===== src/rtl/mul_div_unit_pkg.sv =====
// mul_div_unit_pkg
//   Shared definitions for the multiply/divide engine:
//   - ALU opcodes the engine acts on (shared with the combinational ALU)
//   - FSM state encoding
package mul_div_unit_pkg;

  localparam logic [3:0] ALU_MUL = 4'b1000;
  localparam logic [3:0] ALU_DIV = 4'b1001;

  typedef enum logic [2:0] {
    ST_IDLE    = 3'd0,
    ST_MUL_RUN = 3'd1,
    ST_DIV_RUN = 3'd2,
    ST_FIXUP   = 3'd3,
    ST_DONE    = 3'd4
  } md_state_e;

endpackage


===== src/rtl/mul_div_negate.sv =====
// mul_div_negate
//   W-bit conditional two's-complement: y = neg ? -a : a.
// Ports:
//   neg  in   1  negate request
//   a    in   W  operand
//   y    out  W  result
module mul_div_negate #(
  parameter int W = 32
) (
  input  logic         neg,
  input  logic [W-1:0] a,
  output logic [W-1:0] y
);

  // Select the operand or its two's complement
  always_comb begin
    if (neg) begin
      y = (~a) + W'(1);
    end else begin
      y = a;
    end
  end

endmodule


===== src/rtl/mul_div_unit.sv =====
// mul_div_unit
//   Multi-cycle signed multiply (radix-2 Booth) / divide (restoring on
//   magnitudes) engine. One iteration per clock, REG_SIZE iterations, then a
//   FIXUP cycle and a DONE cycle; done pulses REG_SIZE+2 edges after the
//   accepting edge for every operation type.
// Ports:
//   clk          in   1         system clock, rising edge
//   reset_n      in   1         asynchronous active-low reset
//   ctrl_sig     in   4         ALU code; only MUL (1000) / DIV (1001) accepted
//   start        in   1         request, sampled with ctrl_sig and operands
//   y_data_in    in   REG_SIZE  multiplicand / dividend
//   bus_data_in  in   REG_SIZE  multiplier / divisor
//   busy         out  1         operation in flight
//   done         out  1         one-cycle result-valid pulse
//   z_hi_out     out  REG_SIZE  MUL: product high half; DIV: remainder
//   z_lo_out     out  REG_SIZE  MUL: product low half;  DIV: quotient
//   div_by_zero  out  1         DIV with zero divisor; held until next start
module mul_div_unit
  import mul_div_unit_pkg::*;
#(
  parameter int REG_SIZE = 32,
  parameter int CNT_W    = 6
) (
  input  logic                clk,
  input  logic                reset_n,
  input  logic [3:0]          ctrl_sig,
  input  logic                start,
  input  logic [REG_SIZE-1:0] y_data_in,
  input  logic [REG_SIZE-1:0] bus_data_in,
  output logic                busy,
  output logic                done,
  output logic [REG_SIZE-1:0] z_hi_out,
  output logic [REG_SIZE-1:0] z_lo_out,
  output logic                div_by_zero
);

  localparam int N = REG_SIZE;
  localparam logic [CNT_W-1:0] LAST_CNT = CNT_W'(REG_SIZE - 1);

  md_state_e        state_q, state_d;
  logic [CNT_W-1:0] cnt_q, cnt_d;
  logic [N:0]       acc_q, acc_d;      // Booth accumulator / partial remainder
  logic [N-1:0]     q_q, q_d;          // multiplier / quotient shift register
  logic             qm1_q, qm1_d;      // Booth q(-1)
  logic [N:0]       m_q, m_d;          // multiplicand (sign-ext) / |divisor|
  logic [N-1:0]     y_q, y_d;          // raw dividend, kept for div-by-zero
  logic             y_neg_q, y_neg_d;
  logic             b_neg_q, b_neg_d;
  logic             is_div_q, is_div_d;
  logic             dbz_pend_q, dbz_pend_d;
  logic             busy_q, busy_d;
  logic             done_q, done_d;
  logic             dbz_q, dbz_d;
  logic [N-1:0]     z_hi_q, z_hi_d;
  logic [N-1:0]     z_lo_q, z_lo_d;

  logic [N-1:0] y_abs_s, b_abs_s, quot_fix_s, rem_fix_s;
  logic [N:0]   booth_sum_s, rem_sh_s;
  logic         accept_s;

  // Magnitudes at capture and sign restoration at fixup
  mul_div_negate #(.W(N)) u_abs_y   (.neg(y_data_in[N-1]),    .a(y_data_in),        .y(y_abs_s));
  mul_div_negate #(.W(N)) u_abs_b   (.neg(bus_data_in[N-1]),  .a(bus_data_in),      .y(b_abs_s));
  mul_div_negate #(.W(N)) u_fix_quo (.neg(y_neg_q ^ b_neg_q), .a(q_q),              .y(quot_fix_s));
  mul_div_negate #(.W(N)) u_fix_rem (.neg(y_neg_q),           .a(acc_q[N-1:0]),     .y(rem_fix_s));

  assign accept_s = start && ((ctrl_sig == ALU_MUL) || (ctrl_sig == ALU_DIV));

  // Next-state and datapath computation
  always_comb begin
    state_d    = state_q;
    cnt_d      = cnt_q;
    acc_d      = acc_q;
    q_d        = q_q;
    qm1_d      = qm1_q;
    m_d        = m_q;
    y_d        = y_q;
    y_neg_d    = y_neg_q;
    b_neg_d    = b_neg_q;
    is_div_d   = is_div_q;
    dbz_pend_d = dbz_pend_q;
    busy_d     = busy_q;
    done_d     = 1'b0;
    dbz_d      = dbz_q;
    z_hi_d     = z_hi_q;
    z_lo_d     = z_lo_q;
    booth_sum_s = acc_q;
    rem_sh_s    = {acc_q[N-1:0], q_q[N-1]};

    case (state_q)
      ST_IDLE: begin
        if (accept_s) begin
          busy_d     = 1'b1;
          dbz_d      = 1'b0;
          cnt_d      = '0;
          acc_d      = '0;
          qm1_d      = 1'b0;
          y_d        = y_data_in;
          y_neg_d    = y_data_in[N-1];
          b_neg_d    = bus_data_in[N-1];
          is_div_d   = (ctrl_sig == ALU_DIV);
          if (ctrl_sig == ALU_DIV) begin
            q_d        = y_abs_s;
            m_d        = {1'b0, b_abs_s};
            dbz_pend_d = (bus_data_in == '0);
            state_d    = ST_DIV_RUN;
          end else begin
            q_d        = bus_data_in;
            m_d        = {y_data_in[N-1], y_data_in};
            dbz_pend_d = 1'b0;
            state_d    = ST_MUL_RUN;
          end
        end else begin
          state_d = ST_IDLE;
        end
      end

      ST_MUL_RUN: begin
        case ({q_q[0], qm1_q})
          2'b01:   booth_sum_s = acc_q + m_q;
          2'b10:   booth_sum_s = acc_q - m_q;
          default: booth_sum_s = acc_q;
        endcase
        // Arithmetic shift right of {acc, q, q-1}
        acc_d = {booth_sum_s[N], booth_sum_s[N:1]};
        q_d   = {booth_sum_s[0], q_q[N-1:1]};
        qm1_d = q_q[0];
        if (cnt_q == LAST_CNT) begin
          cnt_d   = '0;
          state_d = ST_FIXUP;
        end else begin
          cnt_d = cnt_q + CNT_W'(1);
        end
      end

      ST_DIV_RUN: begin
        // Restoring step: subtract only when the shifted remainder covers |divisor|
        if (rem_sh_s >= m_q) begin
          acc_d = rem_sh_s - m_q;
          q_d   = {q_q[N-2:0], 1'b1};
        end else begin
          acc_d = rem_sh_s;
          q_d   = {q_q[N-2:0], 1'b0};
        end
        if (cnt_q == LAST_CNT) begin
          cnt_d   = '0;
          state_d = ST_FIXUP;
        end else begin
          cnt_d = cnt_q + CNT_W'(1);
        end
      end

      ST_FIXUP: begin
        if (is_div_q && dbz_pend_q) begin
          acc_d = {y_q[N-1], y_q};
          q_d   = '1;
        end else if (is_div_q) begin
          acc_d = {rem_fix_s[N-1], rem_fix_s};
          q_d   = quot_fix_s;
        end else begin
          acc_d = acc_q;
        end
        state_d = ST_DONE;
      end

      ST_DONE: begin
        z_hi_d  = acc_q[N-1:0];
        z_lo_d  = q_q;
        done_d  = 1'b1;
        busy_d  = 1'b0;
        dbz_d   = dbz_pend_q;
        state_d = ST_IDLE;
      end

      default: begin
        state_d = ST_IDLE;
        busy_d  = 1'b0;
      end
    endcase
  end

  // State and output registers
  always_ff @(posedge clk or negedge reset_n) begin
    if (!reset_n) begin
      state_q    <= ST_IDLE;
      cnt_q      <= '0;
      acc_q      <= '0;
      q_q        <= '0;
      qm1_q      <= 1'b0;
      m_q        <= '0;
      y_q        <= '0;
      y_neg_q    <= 1'b0;
      b_neg_q    <= 1'b0;
      is_div_q   <= 1'b0;
      dbz_pend_q <= 1'b0;
      busy_q     <= 1'b0;
      done_q     <= 1'b0;
      dbz_q      <= 1'b0;
      z_hi_q     <= '0;
      z_lo_q     <= '0;
    end else begin
      state_q    <= state_d;
      cnt_q      <= cnt_d;
      acc_q      <= acc_d;
      q_q        <= q_d;
      qm1_q      <= qm1_d;
      m_q        <= m_d;
      y_q        <= y_d;
      y_neg_q    <= y_neg_d;
      b_neg_q    <= b_neg_d;
      is_div_q   <= is_div_d;
      dbz_pend_q <= dbz_pend_d;
      busy_q     <= busy_d;
      done_q     <= done_d;
      dbz_q      <= dbz_d;
      z_hi_q     <= z_hi_d;
      z_lo_q     <= z_lo_d;
    end
  end

  assign busy        = busy_q;
  assign done        = done_q;
  assign div_by_zero = dbz_q;
  assign z_hi_out    = z_hi_q;
  assign z_lo_out    = z_lo_q;

endmodule


===== config.mk =====
export PLATFORM = sky130hd
export DESIGN_NAME = mul_div_unit
export DESIGN_NICKNAME = d
export VERILOG_FILES = /design/src/rtl/mul_div_unit_pkg.sv /design/src/rtl/mul_div_negate.sv /design/src/rtl/mul_div_unit.sv
export SDC_FILE = /design/constraint.sdc
export NUM_CORES = 1
export LEC_CHECK = 0
export BUFFER_PORTS_ARGS = -buffer_cell sky130_fd_sc_hd__buf_2
export CAP_MARGIN = 20
export CORE_MARGIN = 2
export CORE_UTILIZATION = 40
export CTS_CLUSTER_SIZE = 24
export DETAILED_ROUTE_END_ITERATION = 10
export PLACE_DENSITY_LB_ADDON = 0.2
export REMOVE_ABC_BUFFERS = 1
export SETUP_SLACK_MARGIN = 0.1
export SLEW_MARGIN = 20
export SYNTH_ARGS = -nofsm -noshare
export SYNTH_HDL_FRONTEND = slang
export SYNTH_SLANG_ARGS = --single-unit

===== constraint.sdc =====
create_clock -name clk -period 9.4 [get_ports clk]
set_input_delay 0.94 -clock clk [delete_from_list [all_inputs] [get_ports clk]]
set_output_delay 0.94 -clock clk [all_outputs]
set_load 0.005 [all_outputs]

# [Word level (Yosys, flattened, before mapping)]
# Cells that the tools add are included.
[classes] n_reduce_logical=19 add_sub_neg=8 n_mux=31 n_eq_ne=14 n_bitwise=6 n_lt_le_gt_ge=1
[op_table] op="two-way mux 32 bit" n=8
[op_table] op="two-way mux 33 bit" n=5
[op_table] op="one-hot mux 33 bit (4 select lines)" n=1
[op_table] op="adder 32 x 1 -> 32 bit, second input constant" n=4
[op_table] op="inverter 32 bit" n=4
[op_table] op="one-hot mux 32 bit (4 select lines)" n=1
[op_table] op="one-hot mux 33 bit (2 select lines)" n=1
[op_table] op="subtractor 33 bit" n=2
[op_table] op="adder 33 bit" n=1
[op_table] op="greater-or-equal comparator 33 bit" n=1
[op_table] op="logical NOT 32 bit" n=1
[op_table] op="two-way mux 6 bit" n=2
[op_table] op="one-hot mux 6 bit (2 select lines)" n=1
[op_table] op="AND reduction 2 bit" n=5
[op_table] op="one-hot mux 3 bit (3 select lines)" n=1
[op_table] op="== test 4 bit, second input constant" n=2
[op_table] op="AND reduction 4 bit" n=2
[op_table] op="adder 6 x 1 -> 6 bit, second input constant" n=1
[op_table] op="== test 3 x 2 -> 1 bit, second input constant" n=2
[op_table] op="== test 6 x 5 -> 1 bit, second input constant" n=1
[op_table] op="two-way mux 3 bit" n=2
[op_table] op="!= test 3 bit, second input constant" n=2
[op_table] op="one-hot mux 1 bit (2 select lines)" n=3
[op_table] op="nonzero test 2 bit" n=3
[op_table] op="other kinds (18)" n=23
[word_totals] out_inout_bits=67 reg_bits=211 input_bits=71 wordCells=96

# [Longest topological paths before layout]
# Gate-level depths: netlist (run 1).
[depth] word_depth=6 depth_mapped=17 ltp_nobuf=16

# [Modules after synthesis]
# Synthesis (run 1) repeated with hierarchy kept, for this count alone.
[unflattened] cells_unflattened=2159 hier_area_um2=17678.2
[by_module_without_submodules] mod="mul_div_unit" area_per_inst_um2=14570.2 cells_each=1763 n_inst=1 seq_area_each_um2=5255.0
[by_module_without_submodules] mod="mul_div_negate" area_per_inst_um2=777.0 cells_each=99 n_inst=4 seq_area_each_um2=0.0

# [Worst setup path before layout (run 1)]
# No wires, ideal clock.
[synth_path] path_kind="reg-to-reg" start="register m_q[2]" end="register acc_q[31]" t_required_ns=9.265 path_slack_ns=5.406 setup_ns=0.135 n_path_buf=1 synth_period_minus_slack_ns=3.994 arrival_time_ns=3.858 stages_incl_launch_ff=17 cell_sequence="dfrtp_1 > or3_1 > nor4_1 > and3_1 > and2_1 > a31oi_1 > xnor2_1 > ha_1 > clkbuf_1 > a21oi_1 > o21ai_0 > or4_1 > o2111ai_1 > a21oi_1 > o31a_1 > o21ai_1 > nand3_1"
[synth_via] elab_chain_cells=3 word_cells_on_any_way=7 cone_classes="add/sub: 3; order compare: 1; mux: 3"
[synth_rtl] element="start: declaration" line_no="mul_div_unit.sv:45" text="logic [N:0] m_q, m_d;"
[synth_rtl] element="start signal: assignment" line_no="mul_div_unit.sv:207" text="m_q <= m_d;"
[synth_rtl] element="subtractor 33 bit, or another cell as far along" line_no="mul_div_unit.sv:121" text="2'b10: booth_sum_s = acc_q - m_q;"
[synth_rtl] element="one-hot mux 33 bit (2 select lines) or two-way mux 33 bit (tied branches)" line_no="mul_div_unit.sv:119, mul_div_unit.sv:138"
[synth_rtl] element="one-hot mux 33 bit (4 select lines) (*)" line_no="mul_div_unit.sv:90" text="case (state_q)"
[synth_rtl] element="end signal: assignment" line_no="mul_div_unit.sv:187" text="acc_q <= '0;"
[synth_rtl] element="end signal: assignment" line_no="mul_div_unit.sv:204" text="acc_q <= acc_d;"
[synth_rtl] element="end: declaration" line_no="mul_div_unit.sv:42" text="logic [N:0] acc_q, acc_d;"
# Mark *: on every way between the ends. The rest lies on a longest branch, timed or not.
# A chain may end at the register's enable or synchronous reset.

# [Worst setup path in the final report (run 1)]
# Same ends and word-level chain as after synthesis.

==> qor.csv, run 1 <==
metric,value,unit
largest net degree at the start of global routing,86,
Yosys top cell by area,dfrtp_1,
Post-synth EDFFs,0,
Hold/Removal Path Class,input port to asynchronous set/reset pin,
vias per cell,6.08,
Pwr Density,422,nW/um^2
die area,44600,um^2
vias post-DR,16400,
most numerous cell in the Yosys netlist,dfrtp_1,
clock skew,14.2,ps
post-CTS setup buffer count,0,
setup tns final,0,ps
"top cells by area, synth","dfrtp_1 31%, mux2_2 6.4%, ha_1 5.2%",
final worst-path cycle share,50.3,%
sequential area share after synthesis,30.6,%
Post-CTS Resized,0,
post-synth design cell area,17200,um^2
leakage,0.00808,uW
crit path cell chain,or3_1 -> nor4_1 -> and3_1 -> and2_1 -> nor2_1 -> xnor2_1 -> ha_1 -> a21oi_1 -> nand2_1 -> or4_1 -> o2111ai_1 -> a21oi_1 -> o31a_1 -> o21ai_1 -> nand3_1,
initial drt markers,1402,
Sink Count,210,
gpl congestion,0.927,
clock transition at the registers of the reported paths,60,ps
DRC,0,
Slew Limit Fails,0,
worst path arrival time,5150,ps
"top cells by count, synth","210 x dfrtp_1, 199 x nand2_1, 176 x nor2_1, 174 x a21oi_1, 167 x o21ai_0",
synth unique cells,83,
Max-cap violations,0,
max incr delay on CP,690,ps
core footprint,42100,um^2
# IOs,138,
vias in the first global route,16200,
slew at the pin with the worst max-slew slack,1010,ps
fill count,4196,
synth warn,0,
clk root buf,clkbuf_16,
WP buf/inv,0,
# port buffers,137,
kind of critical path,flip-flop to flip-flop,
CP required,9820,ps
status,"complete, no violations",
final hold vios,0,
hold_buf cts,0,
DP HPWL,45300,um
chip width,211,um
Multi-input gate area,11100,um^2
crit-path most repeated cell,a21oi_1,
mean post-synth cell area,8.24,um^2
row count,75,
CTS Buf Count,27,
post-synthesis async set-or-reset flop share,100,%
Clock Path Buffers,3,
Starting Density,40.8,%
initial antenna violation count,4,
fin crit period,4730,ps
Fmax achieved,211,MHz
Final ANT Viol Nets,0,
final-stage net count,2279,
Yosys top cell area share,30.6,%
later-pin clock latency in the skew report,560,ps
final core occ,45.3,%
Rel. slew slack,32.3,%
RSZ-0062 raised after global routing,false,
H-tree level count,1,
FF/Latch Area,5260,um^2
endpoints failing setup,0,
synthesis-to-layout area growth,11.2,%
CP Capture Type,flip-flop,
Seq cells post-synth,210,
drt total wl,60600,um
Post-Syn Instances,2084,
CTS tree,yes,
first-pass GRT wire length,95400,um
"Top FF cell, synth",dfrtp_1,
post-DR wirelength/cell,22.5,um
layout cells sized above 1,16.0,%
CP max stage cell,nor4_1,
Top delay family on crit path,simple AND/OR/NAND/NOR gates,
Die H,211,um
CP max FO,5,
first drt pass iteration count,8,
grt total ovfl,0,
peak supply drop,219,uV
CP startpoint kind,flip-flop,
GRT Total Usage,27.2,%
## registers in the layout (all words and copies together), names as in the netlist
register	cells
acc_q	33
b_neg_q	1
busy	1
cnt_q	6
dbz_pend_q	1
div_by_zero	1
done	1
is_div_q	1
m_q	33
q_q	32
qm1_q	1
state_q	3
y_q	32
z_hi_out	32
z_lo_out	32
## report_power, final
group          internal [uW]  total, uW  switching, uW
Sequential              1230       1840            612
Combinational           2140       5180           3050
Clock                    626       1040            419
## area by class of cell
class	count	area share, %
Antenna cell	2	0.0262
Clock buffer	38	4.07
Clock inverter	11	0.563
Inverter	64	1.26
Multi-Input combinational cell	1666	58.3
Sequential cell	210	27.5
Tap cell	539	3.53
Timing Repair Buffer	165	4.74
## per-stage QoR
step	power (uW)	std cells	setup slack (ps)	hold slack (ps)	area, um^2
after floorplan	5440	1940	3320	450	16600
after global placement	6900	2644	4740	463	18200
after detailed placement	6920	2644	4680	477	18200
after CTS	8000	2693	4670	408	19100
after global routing	8760	2694	4260	430	19100
final	8070	2695	4670	367	19100
## cell families after synthesis
group	after synthesis	synth area share, %
xor gates and xnor gates	181	9.23
AOI/OAI and AO/OA	657	24.3
and+or+nand+nor	636	18.0
adders and majority gates	74	5.48
buffers and inverters	208	4.80
muxes	118	7.58
DFF	210	30.6
## path summary, 6_finish.rpt
kind / cells after the start / to / startpoint / slack (ps)
hold / removal: 1 / z_lo_out[3] / reset_n / 370
min in group clk: 2 / y_q[1] / y_q[1] / 490
hold reg to reg: 2 / y_q[1] / y_q[1] / 490
setup / recovery: 15 / acc_q[31] / m_q[2] / 4670
max in group asynchronous: 2 / z_hi_out[30] / reset_n / 7670
setup reg to reg: 15 / acc_q[31] / m_q[2] / 4670
## routing by layer
layer / vias up / GRT usage (%) / share of wire, %
met5: - / 0 / 0.036
met4: 4 / 8.01 / 2.5
met3: 91 / 3.51 / 6.6
met2: 553 / 43.3 / 45
met1: 7963 / 38.7 / 46
li1: 7786 / - / -
## layout by cell type, fill, tap and decap left out, drive strengths merged, types with 11 or more instances in the layout
cell    instances
dfrtp         210
nand2         200
nor2          176
a21oi         175
o21ai         170
buf           165
mux2           97
xnor2          96
xor2           85
ha             72
inv            63
nor3           49
a31oi          46
clkbuf         38
a221oi         35
or3            31
nand3          29
nor4           28
a21o           27
a22oi          23
or4            23
o211ai         21
mux2i          21
o31ai          20
o22ai          20
and3           18
nand4          18
a211oi         17
nor2b          13
o21a           13
and2           13
o41ai          11
Power figures use the tool's default switching activity.
==> inputs of run 2 (changes only) <==
- ABC_AREA: default -> 1
- clock period: 9.4 -> 4.1 ns (I/O delays scaled with it)
==> qor.csv, run 2 <==
metric,value,unit
setup tns final,0,ps
fill count,4953,
wl on met1,35100,um
core footprint,46600,um^2
Yosys top cell by area,dfrtp_1,
CP max FO,5,
final worst-path cycle share,92.1,%
# port buffers,137,
antenna cells,0,
CP Capture Type,flip-flop,
vias per cell,5.66,
clock transition at the registers of the reported paths,60,ps
switching power,13500,uW
setup slack after layout,324,ps
Max-cap violations,0,
Hold/Removal Path Class,input port to flip-flop,
CTS Buf Count,26,
post-DR wirelength/cell,21.8,um
initial drt markers,2159,
worst path arrival time,4230,ps
synth warn,0,
Starting Density,40.5,%
"top cells by count, synth","818 x nand2_1, 371 x inv_1, 287 x o21ai_0, 260 x nor2_1, 222 x a21oi_1",
die area,48900,um^2
later-pin clock latency in the skew report,580,ps
GRT Total Usage,32.5,%
"Design Area, Final",21500,um^2
CP required,4550,ps
DP Worst Slack,131,ps
post-placement cell area,20300,um^2
# IOs,138,
Flop pwr share,17.3,%
post-synthesis async set-or-reset flop share,100,%
H-tree level count,1,
synth unique cells,55,
CP startpoint kind,flip-flop,
leakage,0.0107,uW
Met3 Routed Length,6570,um
clock power share,11.0,%
reg-to-reg startpoint,m_q[1],
peak supply drop,599,uV
final hold vios,0,
endpoints failing setup,0,
Post-Syn Instances,3004,
Die H,221,um
DP HPWL,64800,um
most frequent cells in the layout,"812 x nand2_1, 366 x inv_1, 282 x o21ai_0",
Slew Limit Fails,0,
clock skew,25.4,ps
slew at the pin with the worst max-slew slack,930,ps
final-stage net count,3275,
first drt pass iteration count,6,
grt total ovfl,0,
Combinational Power Share,71.7,%
DRC,0,
Sink Count,210,
Seq cells post-synth,210,
gpl congestion,0.998,
row count,79,
crit path to,acc_q[30],
Yosys top cell area share,27.8,%
internal power,10000,uW
"top cells by area, synth","dfrtp_1 28%, nand2_1 16%, o21ai_0 7.6%",
mean post-synth cell area,6.28,um^2
sequential area share after synthesis,27.8,%
"most common cell after layout, fill and taps aside",nand2_1,
fin crit period,3780,ps
R2R depth,25,
biggest regs,"acc_q (33), m_q (33)",
Clock Path Buffers,3,
Top Layer Used,met4,
vias in the first global route,20200,
Worst R2R End,acc_q[30],
Net Sw Frac,57.4,%
FF/Latch Area,5260,um^2
Multi-input gate area,11900,um^2
largest net degree at the start of global routing,99,
kind of critical path,flip-flop to flip-flop,
"Top FF cell, synth",dfrtp_1,
DR WL met2,37300,um
Fmax achieved,265,MHz
most numerous cell in the Yosys netlist,nand2_1,
vias post-DR,21200,
Rel. slew slack,37.7,%
Post-synth EDFFs,0,
first-pass GRT wire length,123000,um
Final ANT Viol Nets,0,
drt total wl,81900,um
reg2reg setup slack,320,ps
chip width,221,um
clk root buf,clkbuf_16,
initial antenna violation count,2,
status,"complete, no violations",
Pwr Density,1090,nW/um^2
RSZ-0062 raised after global routing,true,
synthesis-to-layout area growth,13.9,%
layout cells sized above 1,11.3,%
crit path launch,m_q[1],
post-synth design cell area,18900,um^2
CTS tree,yes,
## run 2: changes by cell type after synthesis, moves of 27 or more
cell	change
nand2_1	+619
inv_1	+309
nand3_1	+181
o21ai_0	+120
mux2_2	-97
nor2_1	+84
xnor2_1	-72
clkbuf_1	-56
a21oi_1	+48
a31oi_1	-38
a221oi_1	-33
or3_1	-27
## run 2: stage by stage
step	cells	total power [uW]	hold slack (ps)	util [%]
after global routing	3755	25400	125	46.2
after CTS	3749	22700	96.7	45.7
after global placement	3701	20000	455	43.6
after detailed placement	3701	20000	460	43.6
after floorplan	2902	14200	114	-
final	3755	23500	114	46.2
## run 2: logic make-up (layout without fill, tap and decap cells)
kind of cell    count (synthesis)  count (layout)  synth area share [%]
fa+ha+maj                      74              74                  4.99
flops                         210             210                  27.8
simple gates                 1447            1447                  32.5
buf+inv                       500             644                  10.3
compound gates                683             683                  20.2
xor+xnor                       90              90                  4.18
## run 2: critical path, cell delays in order, from the launching register on
cell and delay, ps:
dfrtp_1 390, inv_2 70, buf_6 110, nand3_2 110
nor2_4 130, nand4_1 170, nor2_4 210, nand4_1 240
nor2_2 220, nand2_2 70, nand2_2 80, nand2_1 60
xor2_1 150, inv_1 100, ha_4 300, nand2_2 80
nor2_2 110, inv_2 70, nor4_4 290, nand3_1 170
nand3_2 120, nand3_2 100, nand2_1 80, nand3_1 70
nand2_1 70, nand2_1 60
## run 2: metal layers
| metal | GRT usage (%) | vias to the layer above |
|---|---|---|
| li1 | - | 10200 |
| met1 | 44.3 | 9906 |
| met2 | 53.0 | 1002 |
| met3 | 3.98 | 166 |
| met4 | 11.3 | 0 |
| met5 | 0 | - |
## run 2: cell type report
type | instances | area share, %
well taps | 607 | 3.53
repair buffers | 200 | 5.53
flip-flops and latches | 210 | 24.5
inverters | 398 | 6.96
multi-input cells | 2294 | 55.2
clock buffers | 36 | 3.44
clock inverters | 10 | 0.862
## run 2: worst min path at each step
stage	from	endpoint	slack (ps)	cells past startpoint
CTS	y_data_in[1]	y_q[1]	100	3
global route	y_data_in[0]	y_q[0]	120	3
finish	y_data_in[1]	y_q[1]	110	3
floorplan	reset_n	acc_q[0]	110	0
global placement	y_q[8]	y_q[8]	460	2
detailed placement	y_q[15]	y_q[15]	460	2
## run 2: power by group through the flow
stage	Sequential, uW	Clock, uW	Combinational (uW)
after global routing	4160	2690	18500
after CTS	4000	2610	16100
after global placement	4000	0	16000
after detailed placement	4020	0	16000
after floorplan	3730	0	10400
final	4060	2580	16900
## run 2: what timing repair did
item / 4_1_cts / 5_1_grt
pin swaps: 1 / 16
hold buffers: 1 / 0
hold endpoints to repair: 95 / 0
gates resized for setup: 0 / 47
endpoints found under the setup margin: 2 / 18
setup buffers: 1 / 6
==> inputs of run 3 (changes only) <==
- PLACE_DENSITY_LB_ADDON: 0.2 -> 0.15
==> qor.csv, run 3 (synthesis gave the netlist of run 2 again) <==
metric,value,unit
"Design Area, Final",21600,um^2
core footprint,46600,um^2
clk root buf,clkbuf_16,
first drt pass iteration count,6,
CP Capture Type,flip-flop,
Max-cap violations,0,
final worst-path cycle share,93.2,%
# port buffers,137,
HP Start,y_data_in[2],
fill count,5034,
# IOs,138,
setup tns final,0,ps
DP HPWL,63900,um
gpl congestion,1.00,
crit path launch,m_q[0],
CTS tree,yes,
row count,79,
die area,48900,um^2
drt total wl,81500,um
CP startpoint kind,flip-flop,
CP required,4550,ps
peak supply drop,522,uV
reg-to-reg startpoint,m_q[0],
antenna cells,0,
fin crit period,3820,ps
grt total ovfl,0,
chip width,221,um
vias per cell,5.62,
endpoints failing setup,0,
biggest regs,"acc_q (33), m_q (33)",
Die H,221,um
leakage,0.0108,uW
Slew Limit Fails,0,
vias post-DR,21200,
Starting Density,40.5,%
clock transition at the registers of the reported paths,70,ps
initial antenna violation count,0,
post-DR wirelength/cell,21.6,um
setup slack after layout,278,ps
Final ANT Viol Nets,0,
worst path arrival time,4280,ps
DP Worst Slack,111,ps
CP max FO,4,
H-tree level count,1,
synthesis-to-layout area growth,14.3,%
kind of critical path,flip-flop to flip-flop,
status,"complete, no violations",
FF/Latch Area,5260,um^2
Sink Count,210,
GRT Total Usage,32.4,%
initial drt markers,2219,
"most common cell after layout, fill and taps aside",nand2_1,
clock skew,17.4,ps
later-pin clock latency in the skew report,580,ps
Fmax achieved,262,MHz
DRC,0,
largest net degree at the start of global routing,86,
RSZ-0062 raised after global routing,true,
layout cells sized above 1,11.7,%
Hold/Removal Path Class,input port to flip-flop,
Rel. slew slack,42.4,%
Multi-input gate area,11800,um^2
slew at the pin with the worst max-slew slack,858,ps
CTS Buf Count,26,
final-stage net count,3295,
first-pass GRT wire length,122000,um
Pwr Density,1090,nW/um^2
final hold vios,0,
post-placement cell area,20500,um^2
most frequent cells in the layout,"812 x nand2_1, 368 x inv_1, 285 x o21ai_0",
vias in the first global route,20000,
Clock Path Buffers,3,
-- run 3: layout make-up --
type / instances / area share [%]
tap: 607 / 3.52
clock inverter: 8 / 0.580
inverter: 398 / 6.94
timing repair buffer: 220 / 6.24
multi-input combinational: 2294 / 54.8
sequential: 210 / 24.4
clock buffer: 39 / 3.57
-- run 3: through the flow --
stage               cells  hold WS, ps  utilization [%]  power [uW]
floorplan            2902          114                -       14200
global placement     3723          379             44.0       20200
detailed placement   3723          383             44.0       20300
CTS                  3771         81.3             46.0       22900
global route         3776         88.6             46.3       25400
finish               3776          106             46.3       23500
-- run 3: final timing paths --
kind	cells after the start	end	slack, ps
worst min-delay path	3	y_q[2]	110
worst min register to register	2	y_q[18]	470
worst max register to register	21	acc_q[26]	280
worst max-delay path	21	acc_q[26]	280
min in group asynchronous	2	cnt_q[3]	360
max in group asynchronous	3	q_q[3]	2810
-- run 3: what timing repair did --
item                       in CTS  in global routing
setup buffers                   0                  5
hold buffers                    1                  0
resized for setup               1                 34
cloned                          0                  0
setup endpoints to repair       1                 12
hold endpoints to repair       55                  0
pin swaps                       0                 12
-- run 3: per-layer routing --
| layer | GRT usage, % | wire length, um | share of wire, % | vias to the layer above |
|---|---|---|---|---|
| met5 | 0 | 0 | 0 | - |
| met4 | 12.7 | 3430 | 4.2 | 0 |
| li1 | - | - | - | 10200 |
| met2 | 52.6 | 36700 | 45 | 891 |
| met1 | 43.8 | 35300 | 43 | 9937 |
| met3 | 4.29 | 6090 | 7.5 | 186 |
-- run 3: where the power goes --
part | switching [uW] | internal (uW)
sequential | 998 | 3070
clock | 1020 | 1480
combinational | 11400 | 5520
-- run 3: critical path, cell delays in order, from the launching register on --
cell and delay (ps):
dfrtp_1 410, inv_2 80, ha_2 190, nand3_2 110
nor2_4 170, nand4_1 210, or2_4 320, o31ai_4 280
nand2_1 100, xor2_1 160, ha_1 390, nand2_1 130
nor2_2 130, nand2_1 100, nor3_1 150, nand2_1 130
nand3_1 110, nand3_1 160, nand2_1 110, nand3_1 70
nor2_1 140, nor2_1 60
